## config.mk

```make
export PLATFORM = sky130hd
export DESIGN_NAME = ps2_keyboard_rx
export DESIGN_NICKNAME = d
export VERILOG_FILES = /design/src/rtl/ps2_keyboard_rx.sv
export SDC_FILE = /design/constraint.sdc
export NUM_CORES = 1
export LEC_CHECK = 0
export BUFFER_PORTS_ARGS = -buffer_cell sky130_fd_sc_hd__buf_4
export CORE_MARGIN = 2
export CORE_UTILIZATION = 60
export DETAILED_ROUTE_END_ITERATION = 7
export GPL_ROUTABILITY_DRIVEN = 0
export PLACE_DENSITY = 0.9
export SKIP_CTS_REPAIR_TIMING = 1
export SLEW_MARGIN = 20
export SYNTH_ARGS = -nofsm -noshare
export SYNTH_HDL_FRONTEND = slang
export SYNTH_SLANG_ARGS = --single-unit
```

## constraint.sdc

```tcl
create_clock -name ck -period 2.3 [get_ports ck]
set_input_delay 0.23 -clock ck [delete_from_list [all_inputs] [get_ports ck]]
set_output_delay 0.23 -clock ck [all_outputs]
set_load 0.02 [all_outputs]
```

## src/rtl/ps2_keyboard_rx.sv

```systemverilog
// PS/2 keyboard receiver: synchronises and filters PS2C/PS2D, deserialises
// 11-bit frames, folds E0/F0 prefixes into key events and queues them in a FIFO.
module ps2_keyboard_rx #(
  parameter int FILTER_LEN     = 8,
  parameter int TIMEOUT_CYCLES = 50000,
  parameter int FIFO_DEPTH     = 4
) (
  input  logic       ck,
  input  logic       reset_n,
  input  logic       PS2C,
  input  logic       PS2D,
  output logic [7:0] raw_code,
  output logic       raw_valid,
  output logic [7:0] ev_code,
  output logic       ev_ext,
  output logic       ev_break,
  output logic       ev_valid,
  input  logic       ev_ready,
  output logic       frame_err,
  output logic       overflow,
  output logic [1:0] dbg_state
);
  // Handshake: an event transfers on every ck edge where ev_valid && ev_ready;
  // ev_valid stays high while the FIFO holds data, independent of ev_ready.

  localparam int TW = $clog2(TIMEOUT_CYCLES + 1);
  localparam int AW = $clog2(FIFO_DEPTH);

  typedef enum logic [1:0] {S_IDLE, S_DATA, S_PARITY, S_STOP} state_t;

  logic [1:0] c_sync, d_sync;
  logic       c_filt;
  logic [7:0] filt_cnt;
  logic       fall, d_bit;

  always_ff @(posedge ck) begin
    if (!reset_n) begin
      c_sync   <= 2'b11;
      d_sync   <= 2'b11;
      c_filt   <= 1'b1;
      filt_cnt <= '0;
    end else begin
      c_sync <= {c_sync[0], PS2C};
      d_sync <= {d_sync[0], PS2D};
      if (c_sync[1] == c_filt) begin
        filt_cnt <= '0;
      end else if (filt_cnt == 8'(FILTER_LEN - 1)) begin
        c_filt   <= c_sync[1];
        filt_cnt <= '0;
      end else begin
        filt_cnt <= filt_cnt + 8'd1;
      end
    end
  end

  // High in the cycle before the filtered clock commits its 1->0 change.
  assign fall  = c_filt && !c_sync[1] && (filt_cnt == 8'(FILTER_LEN - 1));
  assign d_bit = d_sync[1];

  state_t          state, state_d;
  logic [2:0]      bit_cnt, bit_cnt_d;
  logic [7:0]      shift, shift_d;
  logic            par, par_d;
  logic [TW-1:0]   to_cnt, to_cnt_d;
  logic            good, bad, timeout;

  always_comb begin
    state_d   = state;
    bit_cnt_d = bit_cnt;
    shift_d   = shift;
    par_d     = par;
    good      = 1'b0;
    bad       = 1'b0;
    timeout   = 1'b0;
    if (state == S_IDLE || fall) to_cnt_d = '0;
    else                         to_cnt_d = to_cnt + 1'b1;
    case (state)
      S_IDLE: if (fall && !d_bit) begin
        state_d   = S_DATA;
        bit_cnt_d = 3'd0;
      end
      S_DATA: if (fall) begin
        shift_d   = {d_bit, shift[7:1]};
        bit_cnt_d = bit_cnt + 3'd1;
        if (bit_cnt == 3'd7) state_d = S_PARITY;
      end
      S_PARITY: if (fall) begin
        par_d   = d_bit;
        state_d = S_STOP;
      end
      S_STOP: if (fall) begin
        state_d = S_IDLE;
        if (d_bit && (^{shift, par})) good = 1'b1;
        else                          bad  = 1'b1;
      end
      default: state_d = S_IDLE;
    endcase
    if (state != S_IDLE && !fall && to_cnt == TW'(TIMEOUT_CYCLES - 1)) begin
      state_d  = S_IDLE;
      timeout  = 1'b1;
      shift_d  = '0;
      to_cnt_d = '0;
    end
  end

  always_ff @(posedge ck) begin
    if (!reset_n) begin
      state     <= S_IDLE;
      bit_cnt   <= '0;
      shift     <= '0;
      par       <= 1'b0;
      to_cnt    <= '0;
      raw_code  <= '0;
      raw_valid <= 1'b0;
      frame_err <= 1'b0;
    end else begin
      state     <= state_d;
      bit_cnt   <= bit_cnt_d;
      shift     <= shift_d;
      par       <= par_d;
      to_cnt    <= to_cnt_d;
      raw_valid <= good;
      frame_err <= bad | timeout;
      if (good) raw_code <= shift;
    end
  end

  assign dbg_state = state;

  // Prefix decode runs one cycle after the stop bit, on the registered byte.
  logic ext, brk, ext_d, brk_d, push;

  always_comb begin
    ext_d = ext;
    brk_d = brk;
    push  = 1'b0;
    if (frame_err) begin
      ext_d = 1'b0;
      brk_d = 1'b0;
    end else if (raw_valid) begin
      case (raw_code)
        8'hE0: ext_d = 1'b1;
        8'hF0: brk_d = 1'b1;
        8'hE1, 8'hAA, 8'hFA, 8'hEE, 8'hFE, 8'h00, 8'hFF: begin
          ext_d = 1'b0;
          brk_d = 1'b0;
        end
        default: begin
          push  = 1'b1;
          ext_d = 1'b0;
          brk_d = 1'b0;
        end
      endcase
    end
  end

  logic [10:0] mem [FIFO_DEPTH];
  logic [AW:0] wr_ptr, rd_ptr;
  logic        full, pop, do_write;

  assign ev_valid = (wr_ptr != rd_ptr);
  assign full     = (wr_ptr[AW] != rd_ptr[AW]) && (wr_ptr[AW-1:0] == rd_ptr[AW-1:0]);
  assign pop      = ev_valid && ev_ready;
  assign do_write = push && (!full || pop);

  always_ff @(posedge ck) begin
    if (!reset_n) begin
      ext      <= 1'b0;
      brk      <= 1'b0;
      wr_ptr   <= '0;
      rd_ptr   <= '0;
      overflow <= 1'b0;
      for (int i = 0; i < FIFO_DEPTH; i++) mem[i] <= '0;
    end else begin
      ext <= ext_d;
      brk <= brk_d;
      if (do_write) begin
        mem[wr_ptr[AW-1:0]] <= {ext, brk, raw_code};
        wr_ptr              <= wr_ptr + 1'b1;
      end
      if (pop) rd_ptr <= rd_ptr + 1'b1;
      if (push && full && !pop) overflow <= 1'b1;
    end
  end

  assign {ev_ext, ev_break, ev_code} = mem[rd_ptr[AW-1:0]];

endmodule

```

### Word level (Yosys, flattened, before mapping)

Memory sizes are Yosys's and may differ from the RTL's. A register that Yosys moved wholly into a read port is not among the register bits.
Index checks and enable logic that the tools add are counted.

| storage, ports and cells | value |
|---|---|
| ROM bits | 0 |
| bits in latches | 0 |
| RAM bits | 40 |
| word-level logic and storage cells | 117 |
| memories kept | 1 |
| output and inout bits | 24 |
| register bits after elaboration | 62 |
| input bits | 5 |

| operators by class | value |
|---|---|
| $add $sub $neg | 5 |
| muxes and demuxes | 30 |
| shift-type cells | 0 |
| magnitude comparators | 0 |
| reduce and logical (&&, ||, !) cells | 36 |
| multiply operators | 0 |
| equality and inequality tests | 23 |
| bitwise logic cells | 5 |
| div/mod/pow operators | 0 |

Memory list:

| name | words | bits a word | rd ports | clocked after memory_dff | write ports | RTL line | text |
|---|---|---|---|---|---|---|---|
| mem | 4 | 10 | 1 | 1 | 4 | 157 | `logic [10:0] mem [FIFO_DEPTH];` |

Operators with widths:

| kind | count |
|---|---|
| 8-bit == test, second input constant | 8 |
| 16-bit by 1-bit adder with 16-bit output, second input constant | 1 |
| 16-bit == test, second input constant | 1 |
| 2-bit 2-to-1 mux | 8 |
| 1-bit 2-to-1 mux | 15 |
| 1-bit logical AND | 11 |
| 10-bit 2-to-1 mux | 1 |
| 2-bit AND reduction | 5 |
| 10-bit OR reduction | 1 |
| 3-bit by 1-bit adder with 3-bit output, second input constant | 3 |
| 9-bit OR reduction | 1 |
| 9-bit parity | 1 |
| 8-bit by 1-bit adder with 8-bit output, second input constant | 1 |
| 8-bit by 3-bit == test with 1-bit output, second input constant | 1 |
| 8-bit logical NOT | 1 |
| 2-bit inequality test, second input constant | 4 |
| 2-bit case mux with 4 select lines | 1 |
| 3-bit 2-to-1 mux | 2 |
| 3-bit case mux with 2 select lines | 1 |
| 3-bit OR reduction | 2 |
| 1-bit logical NOT | 5 |
| 5-bit AND reduction | 1 |
| 2-bit == test, second input constant | 2 |
| 1-bit NOT | 4 |
| other kinds (14) | 18 |

### Longest topological paths before layout

| logic depth | value |
|---|---|
| depth after elaboration | 11 |
| mapped depth | 9 |
| gate-level depth less buffers | 7 |

### Least setup slack after synthesis

OpenSTA, ideal clock, no wires.

| timing path | value |
|---|---|
| path kind | reg2reg |
| from | reg raw_code[0] |
| to | mem mem[0][0] (netlist name), enable pin |
| setup time | 0.336 ns |
| path slack | 0.210 ns |
| cell stages (with the launch flop) | 6 |
| arrival | 1.754 ns |
| required time | 1.964 ns |
| period minus slack after synthesis | 2.090 ns |
| path buffers | 0 |
| cells stage by stage | dfxtp_1 > inv_1 > maj3_2 > a31o_2 > a21oi_2 > a21o_1 |

RTL lines:

| item | RTL line | text |
|---|---|---|
| from (decl) | 12 | `output logic [7:0] raw_code,` |
| from (signal assigned) | 124 | `if (good) raw_code <= shift;` |
| to (decl) | 157 |  |

==> reports/results.txt <==
Largest net degree at the start of global routing -> 41
Worst-case reg-to-reg path depth -> 4
Synthesis warning total -> 0
Routed len/inst -> 15.7 microns
Final wirelength -> 8750 microns
Worst-path cell chain -> maj3_2 > a31o_2 > a21oi_2 > a31o_2
Total GRT Usage -> 0.222
Cell accounting for the most synthesized area -> dfxtp_1
Worst setup path class -> register to register
GRT met3 Usage -> 0.0366
Relative slew slack -> 0.571
Largest family of logic cells by synthesized area -> simple AND/OR/NAND/NOR gates
Clock Tree Buf Depth -> 2
Most common cell after layout, fill and taps aside -> dfxtp_1
Most common flop cell mapped by yosys -> dfxtp_1
Synth cell types -> 50
GRT overflow -> 0
DIE WIDTH -> 92.3 microns
Critical R2R Launch -> raw_code[4]
Met1 Use GR -> 0.280
Vias in the first global route -> 3010
CTS buffer count -> 9
Slowest-stage cell, CP -> dfxtp_1
Cell Area, Synth -> 0.00468 sq mm
Clock tree sinks -> 104
RSZ-0062 raised after global routing -> false
Cell row count -> 32
Inserted Diodes -> 0
Post-Synth XOR/XNOR Area -> 0.0621
Most used cell, CP -> a31o_2
P&R area growth vs syn -> 10.3%
Core area -> 0.00765 sq mm
Worst EP arrival -> 2.18 ns
Clock root cell -> clkbuf_8
Final hold vios -> 0
GR peak layer -> met2
Initial antenna violation count -> 0
IO Count -> 29
Synth Area in Compound Gates -> 0.0629
Worst hold start -> PS2C
Maximum clock rate -> 469 MHz
Top cells by area, synth -> dfxtp_1, edfxtp_1, mux4_2
First-pass detailed-route iteration total -> 4
Post-Syn Nets -> 440
R2R setup slack -> 0.17 ns
Slew @ Worst Pin -> 0.642 ns
H-tree level count -> 3
Max-Cap Viols -> 0
Full die area -> 0.00852 sq mm
Post-synth EDFFs -> 40
Final nets -> 466
Layout cells sized above 1 -> 0.160
Worst Skew -> 0.0107 ns
PD cells -> 635 mW/mm^2
TNS Setup -> 0 ns
Post-Synthesis Cells -> 424
HPWL after detailed placement -> 6410 microns
DRC -> 0
Hold EP -> c_sync[0]
Crit path max fanout -> 11
Seq cells post-synth -> 104
Kind of start point of the critical path -> register
Fin crit share -> 0.927
CP endpoint kind -> register
Total power -> 0.00327 W
Synth Area in Simple Gates -> 0.199
WP data required -> 2.34 ns
Status -> finished clean
Seq/Total Area, Yosys -> 0.531
Met2 usage -> 0.388
Proportion of synthesized area in mux cells -> 0.0813
Post-synth top area share -> 0.274
Worst-Skew Late Latency -> 0.37 ns
Crit path time final -> 2.13 ns
Routed vias/inst -> 5.74
Total vias in the final route -> 3198
Most frequent cells in the layout -> dfxtp_1, nor2_1, edfxtp_1
P_leak -> 2.05 nW
Synth Area in Adders -> 0.0318
CTS tree -> yes
Hold WC Path Type -> primary input to register
Slew Limit Fails -> 0
Starting Density -> 0.612
Final setup violation count -> 0
Initial DRC count -> 139
Hold Crit Depth -> 2
Largest stage delay on the critical path -> 0.41 ns
Ys async rst share -> 0
Peak VDD IR -> 0.357 mV
# port buffers -> 28
Die height -> 92.3 microns
Syn avg cell area -> 11.0 sq um
First-pass GRT wire length -> 14700 microns
R2r endpoint -> mem[3][1]
Number of routed nets with antenna violations -> 0
CTS clk-pin slew, worst paths -> 0.10 ns
-- per-layer routing --
| layer | vias to the layer above | wire length (microns) |
|---|---|---|
| li1 | 1569 | - |
| met5 | - | 0 |
| met1 | 1548 | 3760 |
| met2 | 71 | 4580 |
| met4 | 0 | 96 |
| met3 | 10 | 312 |
-- sequential cells by signal (all words and copies together) (netlist names), named ones only --
signal	flops
d_sync	2
mem	40
c_sync	2
dbg_state	2
rd_ptr	3
ext	1
raw_code	8
c_filt	1
par	1
filt_cnt	8
frame_err	1
raw_valid	1
to_cnt	16
shift	8
overflow	1
wr_ptr	3
brk	1
bit_cnt	3
-- logic make-up (layout without fill, tap and decap cells) --
family	count (synthesis)	after routing
muxes	25	25
buffers and inverters	32	63
DFF	104	104
AOI/OAI and AO/OA	47	47
and+or+nand+nor	174	174
adders and majority gates	12	12
xor gates and xnor gates	30	30
-- synthesized netlist by cell type, types with 4 or more instances --
cell,n
and3_1,35
o21ai_0,13
mux4_2,10
inv_1,10
a21oi_1,17
nand4_1,4
nor4_1,4
nand2_1,16
xnor2_1,15
mux2i_1,13
edfxtp_1,40
dfxtp_1,64
nand2b_1,8
nor2b_1,4
xor2_1,13
ha_1,11
nand3_1,24
nor3_1,7
nor2_1,47
clkbuf_1,10
buf_2,5
and2_1,12
-- report_power, final --
part / total (W) / internal, W / switching, W
clock network: 0.00108 / 0.000459 / 0.000617
registers: 0.00197 / 0.00195 / 0.0000246
logic: 0.000225 / 0.0000886 / 0.000137
-- critical path: cells and delay by family (launching register included) --
kind / cells / cell delay [ns]
fa+ha+maj: 1 / 0.35
compound gates: 3 / 1.06
flops: 1 / 0.41
-- how the worst max path moves through the flow --
stage                      from        end  slack [ns]
finish              raw_code[4]  mem[3][1]        0.17
global route        raw_code[3]  mem[3][1]        0.01
CTS                 raw_code[4]  mem[0][1]        0.11
detailed placement  raw_code[4]  mem[0][5]        0.13
global placement    raw_code[4]  mem[1][5]        0.25
floorplan           raw_code[0]  mem[0][0]        0.21
-- metrics by stage --
stage	hold slack (ns)	std cells	instance area, sq um	setup slack, ns	util
6_report	0.0402	557	5160	0.168	0.674
5_1_grt	0.0295	557	5160	0.0129	0.674
4_1_cts	0.0352	557	5150	0.109	0.674
3_5_place_dp	0.397	541	4960	0.129	0.649
3_3_place_gp	0.392	541	4960	0.246	0.649
2_1_floorplan	0.331	424	4680	0.210	-
-- final cells by class --
| class | count | area (sq um) |
|---|---|---|
| multi-input combinational | 288 | 2050 |
| clock inverter | 5 | 38.8 |
| fill | 568 | 2490 |
| inverter | 11 | 41.3 |
| sequential | 104 | 2480 |
| clock buffer | 11 | 151 |
| timing repair buffer | 36 | 270 |
| tap | 102 | 128 |
No activity file was read; power rests on OpenSTA's default activity.
